==> config.mk <==
export PLATFORM = sky130hd
export DESIGN_NAME = stopwatch_ctrl
export DESIGN_NICKNAME = d
export VERILOG_FILES = /design/src/rtl/stopwatch_ctrl.sv
export SDC_FILE = /design/constraint.sdc
export NUM_CORES = 1
export LEC_CHECK = 0
export CELL_PAD_IN_SITES_DETAIL_PLACEMENT = 0
export CELL_PAD_IN_SITES_GLOBAL_PLACEMENT = 1
export CORE_UTILIZATION = 47
export CTS_CLUSTER_SIZE = 10
export DETAILED_ROUTE_END_ITERATION = 10
export PLACE_DENSITY_LB_ADDON = 0.3
export SLEW_MARGIN = 20
export SYNTH_ARGS = -nofsm -noshare
export SYNTH_HDL_FRONTEND = slang
export SYNTH_SLANG_ARGS = --single-unit
==> constraint.sdc <==
create_clock -name clk -period 5.35 [get_ports clk]
set_clock_uncertainty 0.15 [all_clocks]
set_input_delay 1.07 -clock clk [delete_from_list [all_inputs] [get_ports clk]]
set_output_delay 1.07 -clock clk [all_outputs]
set_load 0.01 [all_outputs]
==> src/rtl/stopwatch_ctrl.sv <==
// Stopwatch sequencer: a prescaler divides clk into count steps; start_stop, clear and load
// commands drive an IDLE/RUN/PAUSE/DONE machine with registered status outputs.
//   state | meaning
//   IDLE  | count cleared, waiting for start_stop
//   RUN   | prescaler advancing, count steps every TICKS cycles
//   PAUSE | prescaler and count frozen
//   DONE  | down-count reached zero, waiting for clear or load
module stopwatch_ctrl #(
  parameter int unsigned TICKS = 50_000_000,
  parameter int unsigned W     = 10
) (
  input  logic         clk,
  input  logic         rst,
  input  logic         start_stop,
  input  logic         clear,
  input  logic         load,
  input  logic [W-1:0] load_val,
  input  logic         down,
  output logic [W-1:0] count,
  output logic         running,
  output logic         tick,
  output logic         done
);

  localparam int unsigned PW = $clog2(TICKS);
  localparam logic [PW-1:0] PS_LAST = PW'(TICKS - 1);

  typedef enum logic [1:0] {
    S_IDLE  = 2'd0,
    S_RUN   = 2'd1,
    S_PAUSE = 2'd2,
    S_DONE  = 2'd3
  } state_t;

  state_t        state_q, state_d;
  logic [PW-1:0] ps_q, ps_d;
  logic [W-1:0]  count_q, count_d;
  logic          tick_q, tick_d;
  logic          running_q, running_d;
  logic          done_q, done_d;
  logic [W-1:0]  step_val;
  logic          ps_wrap;

  assign step_val = down ? (count_q - W'(1)) : (count_q + W'(1));
  assign ps_wrap  = (ps_q == PS_LAST);

  always_comb begin
    state_d = state_q;
    ps_d    = ps_q;
    count_d = count_q;
    tick_d  = 1'b0;
    if (clear) begin
      state_d = S_IDLE;
      ps_d    = '0;
      count_d = '0;
    end else if (load) begin
      count_d = load_val;
      ps_d    = '0;
      if (state_q == S_DONE) state_d = S_PAUSE;
    end else begin
      unique case (state_q)
        S_IDLE: begin
          if (start_stop) begin
            state_d = S_RUN;
            ps_d    = '0;
          end
        end
        S_RUN: begin
          // Pausing does not stall the prescaler on the edge it is requested
          if (start_stop && down && (count_q == '0)) begin
            state_d = S_DONE;
          end else begin
            if (ps_wrap) begin
              ps_d    = '0;
              count_d = step_val;
              tick_d  = 1'b1;
            end else begin
              ps_d = ps_q + PW'(1);
            end
            if (ps_wrap && down && (count_q == W'(1))) state_d = S_DONE;
            else if (start_stop)                       state_d = S_PAUSE;
          end
        end
        S_PAUSE: begin
          if (start_stop) state_d = S_RUN;
        end
        S_DONE: begin
        end
        default: state_d = S_IDLE;
      endcase
    end
    running_d = (state_d == S_RUN);
    done_d    = (state_d == S_DONE);
  end

  always_ff @(posedge clk or negedge rst) begin
    if (!rst) begin
      state_q   <= S_IDLE;
      ps_q      <= '0;
      count_q   <= '0;
      tick_q    <= 1'b0;
      running_q <= 1'b0;
      done_q    <= 1'b0;
    end else begin
      state_q   <= state_d;
      ps_q      <= ps_d;
      count_q   <= count_d;
      tick_q    <= tick_d;
      running_q <= running_d;
      done_q    <= done_d;
    end
  end

  assign count   = count_q;
  assign running = running_q;
  assign tick    = tick_q;
  assign done    = done_q;

endmodule
Word level (Yosys, flattened, before mapping):

Cells that the tools add are included.
W data, S select, Z words.

* register bits after elaboration: 41
* input bits: 16
* output and inout bits: 13
* logic and storage cells: 56

* add/subtract/negate cells: 3
* eq/ne operators: 10
* mux-type cells: 25
* reductions and logical operators: 12

Operators with widths (count)
* $mux W26: 5
* $mux W10: 6
* $pmux W26 S2: 1
* $add A26 B1 Y26 const B: 1
* $eq A26 B26 Y1 const B: 1
* $mux W2: 7
* $add A10 B1 Y10 const B: 1
* $eq A10 B1 Y1 const B: 1
* $logic_not A10 Y1: 1
* $sub A10 B1 Y10 const B: 1
* $ne A4 B4 Y1 const B: 2
* $eq A2 B2 Y1 const B: 3
* $reduce_and A3 Y1: 2
* $reduce_bool A3 Y1: 2
* $mux W1: 5
* $eq A2 B1 Y1 const B: 2
* $logic_and A1 B1 Y1: 4
* $pmux W2 S2: 1
* $reduce_bool A4 Y1: 1
* $ne A3 B3 Y1 const B: 1
* $logic_not A2 Y1: 1
* $reduce_or A2 Y1: 1

Logic depth before layout (Yosys ltp):

Gate-level depths: netlist of run 1.

* word-level depth: 9
* depth in mapped cells: 10
* gate-level depth less buffers: 7

Worst setup path before layout of run 1:

Ideal clock, no wire load.

* path type: input-to-reg
* from: input port clear
* to: register ps_q[24]
* library setup time: 73 ps
* arrival time: 2565 ps
* data required time: 5127 ps
* path slack: 2562 ps
* cell stages on the path: 7
* path buffers: 2
* path through: buf_2 nor2_2 and2_1 buf_2 a211o_4 or4_4 a21oi_2

* cells in the longest elaborated chain, start to end: 2
* elaborated cells between the ends (all ways): 5
* classes of those cells: eq/ne: 2; mux: 1; reduce/logical: 2

Ends and longest elaborated chain
* start: declaration: line 15 `input logic clear,`
* $ne A4 B4 Y1 (no source line) or $reduce_bool A4 Y1 (tied branches)
* $reduce_and A3 Y1 (no source line)
* end signal: assignment: line 106 `ps_q <= ps_d;`
* end: declaration: line 36 `logic [PW-1:0] ps_q, ps_d;`

Parallel ways exist; a longest one is shown, timed or not.
A chain may end at the register's enable or synchronous reset.

Worst setup path in the final report of run 1:

* from: input port clear
* to: register ps_q[20]

The elaborated chain is that of the path after synthesis.

==> impl_results.md, run 1 <==
- Area overhead of the layout relative to synthesis: 14.1%
- Worst VDD drop: 131 uV
- Commonest non-fill, non-tap cell in the layout: dfrtp_1
- Number of DRC violations after detailed-routing iteration 0: 111
- Max-cap violations: 0
- DRC Markers: 0
- Floorplan Core Area: 0.00551 mm2
- Worst hold path type: register to register
- Launch point of the worst path: clear
- Mapped Cells: 289
- Antenna cell count: 0
- Detail Route Antenna Nets: 0
- Highest clock frequency the design can meet: 0.302 GHz
- Capture point of the worst path: ps_q[20]
- Count of warnings emitted by yosys: 0
- Count of buffers inserted at the top-level ports: 28
- Hold_buf cts: 0
- Global-route wire length before repair: 10.7 mm
- CP Capture Type: register
- Total CTS buffers: 5
- Fraction of final layout cells sized beyond drive strength 1: 9.94%
- Cell taking the most area after synthesis: dfrtp_1
- Chain of cells forming the critical path: clkdlybuf4s50_1, nor2_2, and2_1, a21o_2, nor2_2, nor3_1
- Maximum fanout count along the critical path: 22
- Synthesized net count: 310
- Cell variety after synth: 64
- Flops & latches, synth: 41
- Vias in the first global route: 2252
- Cts repair resizes: 0
- Deepest clock path buffer count: 2
- Final period demand of the worst path: 3.31 ns
- Power Density: 215 mW/mm2
- Routed wire per std cell: 16.2 um
- Vias after detailed routing: 2314
- Number of antenna violations at the first check in global routing: 0
- Cell area after technology mapping: 0.00268 mm2
- Outcome: finished clean
- Clock slew at the register clock pins of the worst setup and hold paths: 0.08 ns
- Number of pins with negative max-slew slack in the final report: 0
- Number of cells on the critical path: 6
- NumNets Final: 333
- Placed instance count: 377
- Detailed Routing Iterations Pass 1: 5
- Total power of the final layout: 0.000660 W
- Overall global routing resource usage: 22.7%
- Summed negative setup slack over all endpoints: 0 ns
- Number of endpoints with negative hold slack in the final report: 0
- Most frequent CP cell: nor2_2
- Count of cells along the worst register-to-register path: 7
- Global-route congestion overflow total: 0
- Die extent in y: 77.6 um
- Final worst-path cycle share: 61.9%
- Floorplan die width: 77.6 um
- Critical setup path kind: input port to register
- Origin of the critical flop-to-flop path: count[0]
- I/O pin count: 29
- Headroom to the max-slew limit: 38.0%
- Post-synth top area share: 38.2%
- Mean area per synthesized cell: 9.29 um2
- Seq/Total Area, Yosys: 38.2%
- Slowest stage delay, CP: 0.71 ns
- TritonCTS clock tree: yes
- Max stage delay cell, worst path: clkdlybuf4s50_1
- Starting density of the core: 48.7%
- Final wirelength: 6.23 mm
- Setup slack of the worst register-to-register path: 2.56 ns
- Signal arrival time at the worst endpoint: 3.32 ns
- Synth top area cells: dfrtp_1 (38%), a21oi_1 (4.1%), o21ai_0 (3.5%)
- H-Tree Level Count: 2
- Worst path required time: 5.35 ns
- Number of standard cells in the final layout excluding fillers: 384
- Commonest non-fill, non-tap cells in the layout: dfrtp_1 (41), clkdlybuf4s50_1 (27), nor2_1 (24), a21oi_1 (22), o21ai_0 (19)
- Number of standard-cell rows in the floorplan: 27
- Leakage power: 1.19 nW
- Clock sinks: 41
- Largest delay contributor family on the critical path: simple AND/OR/NAND/NOR gates
- Ys flop type: dfrtp_1
- # Post-CTS Setup Buffers: 0
- Routability congestion estimate from global placement: 0.875
- CTS root buf: clkbuf_8
- Final setup viols: 0
- Post-synth ARST share: 100%
- Actual slew at the worst max-slew pin: 0.929 ns
- Worst hold margin: 0.385 ns
- Number of vias per cell after detailed routing: 6.03
- RSZ-0062 raised after global routing: no
- Number of flops mapped to enable cells by yosys: 0
- Area of the die: 0.00602 mm2
- Pin count of the biggest net entering global routing: 42
- Crit start category: input port
- Worst-skew pair later-pin latency: 0.30 ns
- Crit path buffers/inverters: 1
- Dpl hpwl: 4.41 mm
- Critical R2R Capture: count[3]
## state kept, by name (all words and copies together), names as in the netlist
name and cells:
count 10, done 1, ps_q 26, running 1, state_q 2, tick 1
## metrics by stage
| stage | util, % | setup WS (ns) | instance area, um2 |
|---|---|---|---|
| after floorplan | - | 2.56 | 2680 |
| after CTS | 55.6 | 2.01 | 3060 |
| final | 55.6 | 2.04 | 3060 |
| after detailed placement | 53.7 | 1.70 | 2960 |
| after global routing | 55.6 | 1.80 | 3060 |
| after global placement | 53.7 | 1.76 | 2960 |
## cells in the mapped netlist, types with 5 or more instances
cell      n
nor4_1    5
nand3_1  16
dfrtp_1  41
mux2i_1   6
nand2_1  14
or3_1    11
inv_1     5
and4_1    5
o21ai_0  19
nor3_1    9
ha_1      5
and2_1    5
a21oi_1  22
xnor2_1   5
nand4_1   7
nor2_1   24
## cell type report
| type | count | area, um2 |
|---|---|---|
| clock buffer | 5 | 68.8 |
| clock inverter | 2 | 35.0 |
| fill | 494 | 2440 |
| inverter | 6 | 22.5 |
| multi-input combinational | 230 | 1550 |
| sequential | 41 | 1030 |
| tap | 72 | 90.1 |
| timing repair buffer | 28 | 275 |
## how the worst min path moves through the flow
stage	startpoint	to	slack, ns	cells after the start
after floorplan	ps_q[15]	ps_q[15]	0.32	1
after global placement	ps_q[15]	ps_q[15]	0.36	1
after detailed placement	ps_q[15]	ps_q[15]	0.36	1
after CTS	ps_q[15]	ps_q[15]	0.38	1
after global routing	ps_q[15]	ps_q[15]	0.39	1
final	ps_q[15]	ps_q[15]	0.38	1
## where the power goes
part	internal (W)	switching, W
combinational	0.0000400	0.0000469
sequential	0.000316	0.0000119
clock	0.000136	0.000110
total	0.000491	0.000168
## layer usage
layer / global-route usage [%] / wire length, um / vias up / part of all wire, %
met5: 0 / 0 / - / 0
met4: 8.68 / 133 / 0 / 2.1
met3: 4.35 / 226 / 12 / 3.6
met2: 38.4 / 2950 / 54 / 47
met1: 28.5 / 2920 / 1098 / 47
li1: - / - / 1150 / -
## cells by family (layout without fill, tap and decap cells)
logic type      count (synthesis)  after routing  synth area share [%]
mux                             7              7                  2.66
flops                          41             41                  38.2
fa+ha+maj                       5              5                  2.33
compound gates                 80             80                  19.4
simple gates                  131            131                  30.9
buf+inv                        18             41                  4.20
xor+xnor                        7              7                  2.28
No activity file was read; power rests on OpenSTA's default activity.
==> run 2, diff against run 1 <==
Settings changed: CORE_UTILIZATION 47 to 44.
Clock period 5.35 ns to 3.3 ns, I/O delays scaled along.
==> run 2 against run 1 <==
Die area is 6.6% higher. Register-to-register slack worse by 2.1 ns. Combinational power grew 67%. Clock power is 51% higher. Worst setup slack worse by 1.6 ns. Non-clock buffer count grew 7. Sequential share of layout area down 0.58 points. Worst hold slack worse by 0.037 ns. Cell count rose by 2.9%. Flip-flop and latch count unchanged. First-iteration DRC count decreased by 9.0%. Design area is 1.8% higher.
==> impl_results.md, run 2 (same netlist as run 1, synthesis figures left out) <==
- Overall global routing resource usage: 22.2%
- I/O pin count: 29
- Launch point of the worst path: count[0]
- Leakage power: 1.23 nW
- Total CTS buffers: 5
- Number of endpoints with negative hold slack in the final report: 0
- Outcome: finished clean
- Vias in the first global route: 2223
- Starting density of the core: 45.6%
- Number of standard cells in the final layout excluding fillers: 395
- Dpl hpwl: 4.71 mm
- NumNets Final: 340
- Critical setup path kind: register to register
- Global-route wire length before repair: 10.9 mm
- Worst VDD drop: 254 uV
- Highest clock frequency the design can meet: 0.355 GHz
- Slowest stage delay, CP: 0.62 ns
- Maximum fanout count along the critical path: 22
- Final wirelength: 6.56 mm
- Number of antenna violations at the first check in global routing: 0
- Register with the most flip-flops: ps_q
- Origin of the critical flop-to-flop path: count[0]
- Setup slack of the worst register-to-register path: 0.48 ns
- Vias after detailed routing: 2392
- Detail Route Antenna Nets: 0
- Number of standard-cell rows in the floorplan: 28
- Worst path required time: 3.29 ns
- Summed negative setup slack over all endpoints: 0 ns
- Hold_buf cts: 0
- Chain of cells forming the critical path: inv_1, ha_1, and2_1, and4_1, a21o_2, nor2_2, nor3_1
- Commonest non-fill, non-tap cell in the layout: dfrtp_1
- Power Density: 336 mW/mm2
- Clock slew at the register clock pins of the worst setup and hold paths: 0.09 ns
- Routability congestion estimate from global placement: 0.813
- Crit start category: register
- CTS root buf: clkbuf_8
- Signal arrival time at the worst endpoint: 2.81 ns
- Clock sinks: 41
- Worst hold path type: input port to async pin
- Fraction of final layout cells sized beyond drive strength 1: 12.2%
- Count of buffers inserted at the top-level ports: 28
- Count of cells along the worst register-to-register path: 7
- H-Tree Level Count: 2
- Worst-skew pair later-pin latency: 0.30 ns
- Detailed Routing Iterations Pass 1: 4
- RSZ-0062 raised after global routing: no
- Max-cap violations: 0
- Area of the die: 0.00642 mm2
- Antenna cell count: 0
- # Post-CTS Setup Buffers: 0
- TritonCTS clock tree: yes
- Floorplan Core Area: 0.00589 mm2
- Final worst-path cycle share: 85.5%
- CP Capture Type: register
- Number of DRC violations after detailed-routing iteration 0: 101
- Final setup viols: 0
- Headroom to the max-slew limit: 37.4%
- Placed instance count: 387
- Die extent in y: 80.1 um
- Crit path buffers/inverters: 1
- Global-route congestion overflow total: 0
- Routed wire per std cell: 16.6 um
- Floorplan die width: 80.1 um
- Area overhead of the layout relative to synthesis: 16.1%
- Largest delay contributor family on the critical path: simple AND/OR/NAND/NOR gates
- Deepest clock path buffer count: 2
- Actual slew at the worst max-slew pin: 0.940 ns
- Critical R2R Capture: ps_q[20]
- Flip-flop count of the largest register after layout: 26
- Final period demand of the worst path: 2.82 ns
- Pin count of the biggest net entering global routing: 42
- Number of pins with negative max-slew slack in the final report: 0
- Commonest non-fill, non-tap cells in the layout: dfrtp_1 (41), clkdlybuf4s50_1 (27), nor2_1 (24), a21oi_1 (22), o21ai_0 (19)
- DRC Markers: 0
- Max stage delay cell, worst path: nor2_2
- Number of vias per cell after detailed routing: 6.06
- Cts repair resizes: 0
- Core occupancy in the finished layout: 53.0%
## run 2: changes by cell type in the layout (fill, tap and decap cells not counted)
cell	before	now
bufinv_16	1	0
clkbuf_8	5	7
buf_4	0	7
## run 2: worst max path at each step
stage / endpoint / cells after the start
after floorplan: ps_q[24] / 8
after global placement: ps_q[9] / 6
after detailed placement: ps_q[20] / 6
after CTS: ps_q[20] / 7
after global routing: ps_q[18] / 7
final: ps_q[20] / 7
## run 2: worst reg2reg max path, delay by kind of cell, from the launching register on
kind | cells | cell delay, ns
AOI/OAI and AO/OA | 1 | 0.39
adders and majority gates | 1 | 0.23
buffers and inverters | 1 | 0.15
DFF | 1 | 0.53
and+or+nand+nor | 4 | 1.21
## run 2: layout make-up
cell class / instances / area (um2)
fillers: 566 / 2770
multi-input cells: 230 / 1550
flip-flops and latches: 41 / 1030
repair buffers: 35 / 328
clock buffers: 7 / 96.3
well taps: 75 / 93.8
inverters: 6 / 22.5
clock inverters: 1 / 5.00
## run 2: power breakdown
part           internal [W]  switching (W)
Combinational     0.0000680      0.0000774
Sequential         0.000512      0.0000196
Clock              0.000189       0.000180
Total              0.000769       0.000277
## run 2: stage by stage
stage,total power [W],hold slack (ns),worst slack [ns],area (um2)
5_1_grt,0.00109,0.391,0.302,3120
3_5_place_dp,0.000687,0.350,0.209,3020
2_1_floorplan,0.000621,0.214,0.857,2680
3_3_place_gp,0.000687,0.336,0.237,3020
4_1_cts,0.00106,0.369,0.483,3120
6_report,0.00105,0.348,0.480,3120
## run 2: routing by layer
layer	vias to the layer above	track usage (%)	wire length, um
met4	0	8.93	164
met5	-	0	0
met3	15	3.64	272
met2	69	36.6	3180
met1	1143	28.9	2950
li1	1165	-	-
==> run 3, diff against run 2 <==
Settings changed: TNS_END_PERCENT from default to 1.
Clock period 3.3 ns to 3.1 ns, I/O delays scaled along.
==> run 3 against run 2 <==
First-iteration DRC count decreased by 27%. Critical path type is now input port to register. Sequential share of layout area down 0.46 points. Die area did not move. Combinational power grew 12%. Register-to-register slack improved by 0.13 ns. Critical path depth decreased by 2. Design area up 1.4%. Clock power is 21% higher. Count of clock-buffer cells in the layout decreased by 2. Highest routed layer unchanged. Sequential power rose by 5.6%.
==> impl_results.md, run 3 (same netlist as run 1, synthesis figures left out) <==
- Outcome: finished clean
- Global-route wire length before repair: 10.8 mm
- Antenna cell count: 0
- Die extent in y: 80.1 um
- Commonest non-fill, non-tap cells in the layout: dfrtp_1 (41), clkdlybuf4s50_1 (27), nor2_1 (24), a21oi_1 (22), o21ai_0 (19)
- Capture point of the worst path: ps_q[18]
- Number of standard-cell rows in the floorplan: 28
- Global-route congestion overflow total: 0
- NumNets Final: 344
- Detail Route Antenna Nets: 0
- RSZ-0062 raised after global routing: no
- Number of DRC violations after detailed-routing iteration 0: 74
- Number of pins with negative max-slew slack in the final report: 0
- Leakage power: 1.25 nW
- Vias after detailed routing: 2379
- Vias in the first global route: 2198
- Worst hold path type: input port to async pin
- Detailed Routing Iterations Pass 1: 4
- Final period demand of the worst path: 2.71 ns
- Hold_buf cts: 0
- Origin of the critical flop-to-flop path: count[0]
- Count of cells along the worst register-to-register path: 7
- Slowest stage delay, CP: 0.64 ns
- Pin count of the biggest net entering global routing: 42
- Max stage delay cell, worst path: nor2_2
- Fraction of final layout cells sized beyond drive strength 1: 13.3%
- # Post-CTS Setup Buffers: 0
- Clock slew at the register clock pins of the worst setup and hold paths: 0.09 ns
- Critical R2R Capture: ps_q[18]
- Count of buffers inserted at the top-level ports: 28
- Area of all placed cells without fillers: 0.00316 mm2
- Critical setup path kind: input port to register
- Commonest non-fill, non-tap cell in the layout: dfrtp_1
- Area of the die: 0.00642 mm2
- Worst path required time: 3.09 ns
- Final setup viols: 0
- Dpl hpwl: 4.69 mm
- Overall global routing resource usage: 22.1%
- Deepest clock path buffer count: 2
- Launch point of the worst path: down
- Post-place instance area: 0.00305 mm2
- Floorplan Core Area: 0.00589 mm2
- Cts repair resizes: 0
- Routed wire per std cell: 16.5 um
- Crit path buffers/inverters: 1
- Summed negative setup slack over all endpoints: 0 ns
- I/O pin count: 29
- DRC Markers: 0
- Headroom to the max-slew limit: 38.0%
- TritonCTS clock tree: yes
- Setup slack of the worst register-to-register path: 0.61 ns
- Flip-flop count of the largest register after layout: 26
- Crit start category: input port
- Register with the most flip-flops: ps_q
- Largest delay contributor family on the critical path: simple AND/OR/NAND/NOR gates
- Area overhead of the layout relative to synthesis: 17.8%
- Total CTS buffers: 5
- Final worst-path cycle share: 87.4%
- Worst-skew pair later-pin latency: 0.30 ns
- Actual slew at the worst max-slew pin: 0.930 ns
- Starting density of the core: 45.6%
- Worst VDD drop: 270 uV
- Number of vias per cell after detailed routing: 5.96
- Number of endpoints with negative hold slack in the final report: 0
- Clock sinks: 41
- Max-cap violations: 0
- Highest clock frequency the design can meet: 0.369 GHz
- Number of cells on the critical path: 5
- Maximum fanout count along the critical path: 22
- Signal arrival time at the worst endpoint: 2.70 ns
- H-Tree Level Count: 2
- CP Capture Type: register
- CTS root buf: clkbuf_8
- Routability congestion estimate from global placement: 0.830
- Power Density: 370 mW/mm2
- Number of antenna violations at the first check in global routing: 0
- Floorplan die width: 80.1 um
- Final wirelength: 6.57 mm
- Chain of cells forming the critical path: clkdlybuf4s50_1, and4_1, a21o_2, nor2_2, nor3_1
[run 3: cell count changes in the layout (fill, tap and decap cells not counted)]
cell	before	now
clkbuf_8	7	5
clkinvlp_4	0	1
buf_4	7	11
clkinv_2	1	0
bufinv_16	0	1
clkinv_4	0	1
[run 3: through the flow]
| step | worst slack, ns | util (%) | hold WS (ns) | power [W] | instances |
|---|---|---|---|---|---|
| global placement | 0.143 | 51.7 | 0.345 | 0.000735 | 391 |
| detailed placement | 0.0802 | 51.7 | 0.349 | 0.000736 | 391 |
| floorplan | 0.657 | - | 0.174 | 0.000661 | 289 |
| finish | 0.389 | 53.7 | 0.283 | 0.00117 | 399 |
| global route | 0.220 | 53.7 | 0.390 | 0.00123 | 399 |
| CTS | 0.399 | 53.7 | 0.349 | 0.00119 | 399 |
[run 3: layout make-up]
type | count | area [um2]
well taps | 75 | 93.8
inverters | 6 | 22.5
clock buffers | 5 | 68.8
fillers | 569 | 2730
repair buffers | 39 | 358
multi-input cells | 230 | 1550
clock inverters | 3 | 46.3
flip-flops and latches | 41 | 1030
[run 3: worst min path at each step]
stage	to	slack (ns)
global placement	ps_q[15]	0.34
CTS	count[2]	0.35
detailed placement	ps_q[15]	0.35
global route	count[7]	0.39
floorplan	count[0]	0.17
finish	count[3]	0.28
[run 3: layer usage]
layer / routed length [um] / vias to the layer above / GRT usage, %
met4: 99 / 0 / 7.50
met2: 3170 / 75 / 38.1
li1: - / 1176 / -
met3: 308 / 8 / 3.41
met5: 0 / - / 0
met1: 2990 / 1120 / 28.1
[run 3: where the power goes]
part / switching [W] / internal (W) / leakage, nW
Combinational: 0.0000861 / 0.0000762 / 0.629
Sequential: 0.0000164 / 0.000545 / 0.564
Clock: 0.000206 / 0.000241 / 0.0543
